--- src/rtl/ads_sample_ctrl.sv ---
// ads_sample_ctrl
//   Converts each rising edge of the divided sample-rate level (div625) into
//   one chip-select/serial-clock frame on an ADS7883-class serial ADC. The
//   selected data window of the frame is returned as a parallel sample with a
//   one-cycle valid strobe. Everything runs on clk; div625 is only sampled.
//
// Ports
//   clk          system clock
//   rst_n        synchronous active-low reset
//   div625       sample-rate tick level, asynchronous to clk
//   en           1 = accept new ticks, 0 = ignore them
//   clr_ovr      one-cycle pulse, clears overrun (a same-cycle tick wins)
//   adc_sdo      ADC serial data, captured as adc_sclk goes 0->1
//   adc_cs_n     ADC chip select, active low
//   adc_sclk     ADC serial clock, idles high
//   sample       last captured sample, first received data bit is the MSB
//   sample_valid one-cycle strobe when sample updates
//   overrun      sticky, a qualifying tick arrived while a frame was running
//   frame_cnt    completed frames, wraps 0xFFFF -> 0
//
// state   | meaning
// --------+-----------------------------------------------------------
// IDLE    | cs_n=1, sclk=1, waiting for a qualifying tick
// SETUP   | cs_n=0, sclk=1 for SCLK_DIV cycles before the first bit
// SHIFT   | FRAME_BITS sclk periods, SCLK_DIV low then SCLK_DIV high
// DONE    | cs_n=1, sample/valid/frame_cnt updated, one cycle
// QUIET   | cs_n=1 for QUIET cycles before the next frame may start

module ads_sample_ctrl #(
  parameter int FRAME_BITS = 16,
  parameter int LEAD_BITS  = 2,
  parameter int DATA_BITS  = 12,
  parameter int SCLK_DIV   = 4,
  parameter int QUIET      = 8
) (
  input  logic                 clk,
  input  logic                 rst_n,
  input  logic                 div625,
  input  logic                 en,
  input  logic                 clr_ovr,
  input  logic                 adc_sdo,
  output logic                 adc_cs_n,
  output logic                 adc_sclk,
  output logic [DATA_BITS-1:0] sample,
  output logic                 sample_valid,
  output logic                 overrun,
  output logic [15:0]          frame_cnt
);

  localparam int TMR_MAX = (SCLK_DIV > QUIET) ? SCLK_DIV : QUIET;
  localparam int TMR_W   = $clog2(TMR_MAX + 1);
  localparam int BIT_W   = $clog2(FRAME_BITS + 1);

  localparam logic [TMR_W-1:0] HALF_LOAD  = TMR_W'(SCLK_DIV - 1);
  localparam logic [TMR_W-1:0] QUIET_LOAD = TMR_W'(QUIET - 1);
  localparam logic [BIT_W-1:0] BIT_FIRST  = BIT_W'(FRAME_BITS - 1);
  // Bit indices (first received bit = FRAME_BITS-1) that belong to the sample.
  localparam logic [BIT_W-1:0] DATA_HI    = BIT_W'(FRAME_BITS - 1 - LEAD_BITS);
  localparam logic [BIT_W-1:0] DATA_LO    = BIT_W'(FRAME_BITS - LEAD_BITS - DATA_BITS);

  typedef enum logic [2:0] {
    S_IDLE,
    S_SETUP,
    S_SHIFT,
    S_DONE,
    S_QUIET
  } state_t;

  state_t               state;
  logic                 sync1;
  logic                 sync2;
  logic                 prev;
  logic                 tick;
  logic                 in_window;
  logic [TMR_W-1:0]     tmr;
  logic [BIT_W-1:0]     bit_cnt;
  logic [DATA_BITS-1:0] shreg;

  assign tick      = sync2 & ~prev;
  assign in_window = (bit_cnt <= DATA_HI) && (bit_cnt >= DATA_LO);

  always_ff @(posedge clk) begin
    if (!rst_n) begin
      state        <= S_IDLE;
      sync1        <= 1'b0;
      sync2        <= 1'b0;
      prev         <= 1'b0;
      tmr          <= '0;
      bit_cnt      <= '0;
      shreg        <= '0;
      adc_cs_n     <= 1'b1;
      adc_sclk     <= 1'b1;
      sample       <= '0;
      sample_valid <= 1'b0;
      overrun      <= 1'b0;
      frame_cnt    <= '0;
    end else begin
      sync1        <= div625;
      sync2        <= sync1;
      prev         <= sync2;
      sample_valid <= 1'b0;

      // Set wins over clear when both happen in the same cycle.
      if (tick && en && (state != S_IDLE))
        overrun <= 1'b1;
      else if (clr_ovr)
        overrun <= 1'b0;

      case (state)
        S_IDLE: begin
          if (tick && en) begin
            state    <= S_SETUP;
            adc_cs_n <= 1'b0;
            tmr      <= HALF_LOAD;
          end
        end

        S_SETUP: begin
          if (tmr == '0) begin
            state    <= S_SHIFT;
            adc_sclk <= 1'b0;
            tmr      <= HALF_LOAD;
            bit_cnt  <= BIT_FIRST;
          end else begin
            tmr <= tmr - 1'b1;
          end
        end

        // adc_sclk doubles as the half-period phase flag.
        S_SHIFT: begin
          if (tmr != '0) begin
            tmr <= tmr - 1'b1;
          end else if (!adc_sclk) begin
            adc_sclk <= 1'b1;
            tmr      <= HALF_LOAD;
            if (in_window)
              shreg <= {shreg[DATA_BITS-2:0], adc_sdo};
          end else if (bit_cnt == '0) begin
            state        <= S_DONE;
            adc_cs_n     <= 1'b1;
            sample       <= shreg;
            sample_valid <= 1'b1;
            frame_cnt    <= frame_cnt + 16'd1;
          end else begin
            adc_sclk <= 1'b0;
            tmr      <= HALF_LOAD;
            bit_cnt  <= bit_cnt - 1'b1;
          end
        end

        S_DONE: begin
          state <= S_QUIET;
          tmr   <= QUIET_LOAD;
        end

        S_QUIET: begin
          if (tmr == '0)
            state <= S_IDLE;
          else
            tmr <= tmr - 1'b1;
        end

        default: state <= S_IDLE;
      endcase
    end
  end

endmodule
--- config.mk ---
export PLATFORM = sky130hd
export DESIGN_NAME = ads_sample_ctrl
export DESIGN_NICKNAME = d
export VERILOG_FILES = /design/src/rtl/ads_sample_ctrl.sv
export SDC_FILE = /design/constraint.sdc
export NUM_CORES = 1
export LEC_CHECK = 0
export ABC_AREA = 1
export BUFFER_PORTS_ARGS = -buffer_cell sky130_fd_sc_hd__buf_2
export CAP_MARGIN = 20
export CORE_MARGIN = 4
export CORE_UTILIZATION = 53
export CTS_BUF_LIST = sky130_fd_sc_hd__clkbuf_2
export CTS_CLUSTER_DIAMETER = 200
export DETAILED_ROUTE_END_ITERATION = 10
export PLACE_DENSITY = 0.81
export SKIP_CTS_REPAIR_TIMING = 1
export SLEW_MARGIN = 0
export SYNTH_ARGS = -nofsm -noshare
export SYNTH_HDL_FRONTEND = slang
export SYNTH_SLANG_ARGS = --single-unit
export TNS_END_PERCENT = 5
--- constraint.sdc ---
create_clock -name clk -period 1.6 [get_ports clk]
set_clock_uncertainty 0.15 [all_clocks]
set_input_delay 0.24 -clock clk [delete_from_list [all_inputs] [get_ports clk]]
set_output_delay 0.24 -clock clk [all_outputs]
set_load 0.01 [all_outputs]
Word-level counts from Yosys, hierarchy flattened
Index checks and enable logic that the tools add are counted.
{"block": "word_totals", "ff_bits": 59, "latchBits": 0, "ramBits": 0, "rom_bits": 0, "output_inout_bits": 32, "wordCells": 88, "memories": 0}
{"block": "classes", "addsub": 3, "mul": 0, "div_mod_pow": 0, "order_cmp": 2, "eq_ne": 13, "shift": 0, "mux": 31, "bitwise": 6, "n_reduce_logical": 20}
{"op": "2-to-1 mux 4 bit", "n": 6}
{"op": "2-to-1 mux 5 bit", "n": 4}
{"op": "case mux 4 bit (5 select lines)", "n": 1}
{"op": "2-to-1 mux 3 bit", "n": 6}
{"op": "adder 16 x 1 -> 16 bit, second input constant", "n": 1}
{"op": "inequality test 2 bit, second input constant", "n": 8}
{"op": "case mux 3 bit (5 select lines)", "n": 1}
{"op": "AND reduction 4 bit", "n": 3}
{"op": "2-to-1 mux 1 bit", "n": 10}
{"op": "case mux 5 bit (2 select lines)", "n": 1}
{"op": "AND reduction 5 bit", "n": 2}
{"op": "== test 3 x 2 -> 1 bit, second input constant", "n": 2}
{"op": "AND reduction 6 bit", "n": 1}
{"op": "nonzero test 2 bit", "n": 3}
{"op": ">= comparator 5 x 2 -> 1 bit, second input constant", "n": 1}
{"op": "less-or-equal comparator 5 x 4 -> 1 bit, second input constant", "n": 1}
{"op": "zero test 5 bit", "n": 1}
{"op": "NOT 1 bit", "n": 5}
{"op": "nonzero test 5 bit", "n": 1}
{"op": "subtractor 5 x 1 -> 5 bit, second input constant", "n": 1}
{"op": "zero test 4 bit", "n": 1}
{"op": "inequality test 4 bit, second input constant", "n": 1}
{"op": "case mux 1 bit (2 select lines)", "n": 2}
{"op": "nonzero test 4 bit", "n": 1}
{"op": "other kinds (9)", "n": 11}

Logic depth before layout (Yosys ltp)
{"block": "depth", "depth_word": 5, "ltp_mapped": 11, "mapped_depth_nobuf": 11}

Least setup slack after synthesis
OpenSTA, ideal clock, no wires.
{"block": "synth_timing", "path_kind": "register to register", "from": "register bit_cnt[0]", "to": "register frame_cnt[13]", "arrival_time_ns": 1.415, "t_required_ns": 1.322, "setup_slack_ns": -0.092, "stages_incl_launch_ff": 11, "path_buffers": 1, "cell_sequence": "dfxtp_1 inv_1 ha_1 nand2_1 nor2_1 nand2_2 nor2_4 buf_6 nand4_1 nand2_1 nor2_1"}
{"block": "synth_via", "elab_chain_cells": 2}
{"element": "start, declared", "line_no": "76", "rtl": "logic [BIT_W-1:0] bit_cnt;"}
{"element": "start signal, assigned", "line_no": "147", "rtl": "bit_cnt <= bit_cnt - 1'b1;"}
{"element": "zero test 5 bit", "line_no": "138", "rtl": "end else if (bit_cnt == '0) begin"}
{"element": "AND reduction 4 bit (no source line)"}
{"element": "end signal, assigned", "line_no": "143", "rtl": "frame_cnt <= frame_cnt + 16'd1;"}
{"element": "end, declared", "line_no": "47", "rtl": "output logic [15:0] frame_cnt"}
Every way passes these cells.
A chain may end at the register's enable or synchronous reset.

Worst setup path in the final report
{"block": "layout_timing", "from": "register bit_cnt[1]", "to": "register frame_cnt[4]"}
The elaborated chain is that of the path after synthesis.

==> impl_metrics.py <==
metrics = {
    "run_status": {
        "status": "finished with violations",
        "failed_checks": "negative setup slack",
    },
    "power_and_ir_drop": {
        "swShare_pct": 41.5,
        "leakage_nw": 1.64,
        "irDropWorstVdd_mv": 0.979,
        "sw_power_mw": 2.23,
        "pwr-share-seq_pct": 34.6,
        "pwr-share-clk_pct": 15.3,
        "logic_pwr_share_pct": 50.0,
        "power_density_nw_per_um2": 1490,
        "internal-power_mw": 3.14,
    },
    "place": {
        "pre_cts_ws_ns": -0.120,
        "place.detailed.hpwl_mm": 4.40,
        "gpl.final_weighted_congestion": 0.858,
        "numPortBuffers": 37,
    },
    "timing": {
        "timing.slew.headroom_pct": 74.3,
        "setup_viol": 39,
        "rsz_0062_raised_after_global_routing": "yes",
        "final-max-slew-violation-count": 0,
        "layout_setup_ws_ns": -0.118,
        "timing_hold_violations_final": 0,
        "max_freq_mhz": 582,
        "post_layout_min_period_ns": 1.72,
        "slew_at_the_pin_closest_to_its_max_slew_limit_ns": 0.383,
        "layout_worst_path_cycle_share_pct": 107,
    },
    "global_route": {
        "overflow": 0,
        "globalRouteTotalUtil_pct": 20.9,
        "first_pass_grt_wire_length_mm": 10.6,
        "first_global_vias": 2500,
        "antenna_found_initial": 0,
        "grt_max_degree": 38,
    },
    "critical_path": {
        "critical_path_class": "reg -> reg",
        "worst_setup_path_startpoint": "bit_cnt[1]",
        "timing.rr.start": "bit_cnt[1]",
        "cp_data_required_time_ns": 1.87,
        "timing.critical_path.to_type": "register",
        "critical_path.max_fanout": 11,
        "critPathMostFrequentCell": "nor2_4",
        "cp_slowest_stage_delay_ns": 0.40,
        "arrival_ns": 1.99,
        "cells_along_the_critical_path": "inv_4, ha_4, nand2_4, nor2_4, nand2_2, nor2_4, clkbuf_16, nand2_1, a21oi_1",
        "crit_path_start_kind": "register",
        "critPathSlowestCell": "dfxtp_4",
    },
    "detailed_routing": {
        "drt_first_iter_violations": 175,
        "vias": 2858,
        "route.final.wire_length_mm": 7.02,
        "drt_drc_violations_left": 0,
        "average_routed_wire_per_standard_cell_um": 12.7,
        "drt_pre_antenna_iters": 5,
        "final_antenna_net_count": 0,
        "via_per_inst": 5.19,
    },
    "die": {
        "fp.dieArea_sq_um": 6360,
        "die-height_um": 79.7,
        "fp.dieW_um": 79.7,
        "standard_cell_rows": 25,
        "coreArea_sq_um": 4850,
        "floorplan.initialDensity_pct": 56.2,
        "boundaryPins": 38,
    },
    "final_layout": {
        "finish.net_count": 490,
        "mostFrequentLayoutCell": "nand2_1",
        "drive_gt1_share_pct": 28.9,
        "antenna-diode-count": 0,
        "finish.utilization_pct": 74.6,
        "layout_common_cells": "nand2_1 (85), nor2_1 (79), dfxtp_1 (54), buf_2 (37), buf_4 (34)",
        "synthToLayoutAreaGrowth_pct": 32.6,
    },
    "clocking": {
        "ctsLongestPathBuffers": 2,
        "path_clk_slew_ns": 0.18,
        "cts.root.buffer_cell": "clkbuf_2",
        "clock_buffer_count_from_cts": 9,
        "numClockSinks": 59,
        "htree_levels": 3,
        "cts_tree": "built",
        "worst_skew_pair.late_latency_ns": 0.52,
    },
    "yosys": {
        "synth_cells": 397,
        "syn-num-nets": 408,
        "synth_warnings": 0,
        "syn_avg_cell_area_sq_um": 6.87,
        "mappedNetlistArea_sq_um": 2730,
        "yosys.area.top_type_share_pct": 43.3,
        "yosysSeqAreaShare_pct": 43.3,
        "netlist_top_cells_area": "dfxtp_1 (43%), nand2_1 (12%), nor2_1 (12%), o21ai_0 (5.1%), inv_1 (4.5%)",
        "yosys.cell_types.count": 24,
        "synth-seq-cells": 59,
        "synth.largest_area_cell": "dfxtp_1",
    },
    "worst_hold_path": {
        "holdCritStartpoint": "sync1",
        "holdCritPathClass": "reg -> reg",
    },
    "run": {
        "count_of_max_cap_constraint_violations": 0,
    },
}
sequential cells by signal, summed over array words and instances (netlist names):
name	flops
adc_cs_n	1
adc_sclk	1
bit_cnt	5
frame_cnt	16
overrun	1
prev	1
sample	12
sample_valid	1
shreg	12
state	3
sync1	1
sync2	1
tmr	4
stage by stage:
step / instance area, sq um / total power [mW] / TNS, ns / hold WS [ns] / std cells
after floorplan: 2750 / 3.24 / 0 / 0.188 / 397
after global placement: 3250 / 4.03 / -1.48 / 0.248 / 522
after detailed placement: 3250 / 4.10 / -3.12 / 0.249 / 522
after CTS: 3350 / 4.92 / -4.70 / -0.255 / 538
after global routing: 3620 / 5.75 / -6.69 / 0.276 / 551
final: 3620 / 5.37 / -2.45 / 0.280 / 551
metal layers:
layer	share of wire, %	GRT usage [%]	vias up
li1	-	-	1436
met5	0	0	-
met3	6.3	6.32	13
met4	1.6	6.70	0
met1	41	25.2	1301
met2	51	35.4	108
cell usage after synthesis:
master     n
nand2_1   88
nand3_1   24
o21ai_1    2
nand4_1   10
xor2_1     2
clkbuf_1   4
ha_1       5
nand3_2    1
dfxtp_1   59
inv_2      3
nand2_2    6
nor3_1     4
buf_6      3
nor2_4     2
o21ai_0   28
a21oi_1   21
nor2_2     3
clkinv_1   1
buf_4      1
inv_1     33
buf_1      1
xnor2_1    5
nor2_1    88
buf_2      3
path summary, 6_finish.rpt:
path | endpoint | slack (ns) | cells past startpoint
setup / recovery | frame_cnt[4] | -0.12 | 9
setup reg to reg | frame_cnt[4] | -0.12 | 9
hold / removal | sync2 | 0.28 | 2
hold reg to reg | sync2 | 0.28 | 2
final cells by class:
cell class | instances | area (sq um)
Fill cell | 348 | 1230
Timing Repair Buffer | 83 | 641
Clock inverter | 7 | 52.6
Tap cell | 67 | 83.8
Multi-Input combinational cell | 289 | 1460
Clock buffer | 9 | 45.0
Sequential cell | 59 | 1190
Inverter | 37 | 144
logic make-up (layout without fill, tap and decap cells):
family,count (synthesis),after routing,synth area share (%)
AO/OA/AOI/OAI,51,51,9.36
XOR/XNOR,7,7,2.25
adder cells (fa/ha/maj),5,5,2.29
buffers and inverters,49,136,7.85
flip-flops,59,59,43.3
AND/OR/NAND/NOR,226,226,34.9
power by group through the flow:
stage	clock, mW	sequential, mW	combinational (mW)
2_1_floorplan	0	1.91	1.33
3_3_place_gp	0	1.86	2.17
6_report	0.824	1.86	2.69
4_1_cts	0.841	1.84	2.25
5_1_grt	0.920	1.89	2.95
3_5_place_dp	0	1.86	2.23
critical path, delay by kind of cell (launching register included):
kind	cells	cell delay (ns)
fa+ha+maj	1	0.16
buf+inv	2	0.26
flops	1	0.40
simple gates	5	0.49
compound gates	1	0.16
Power figures use the tool's default switching activity.
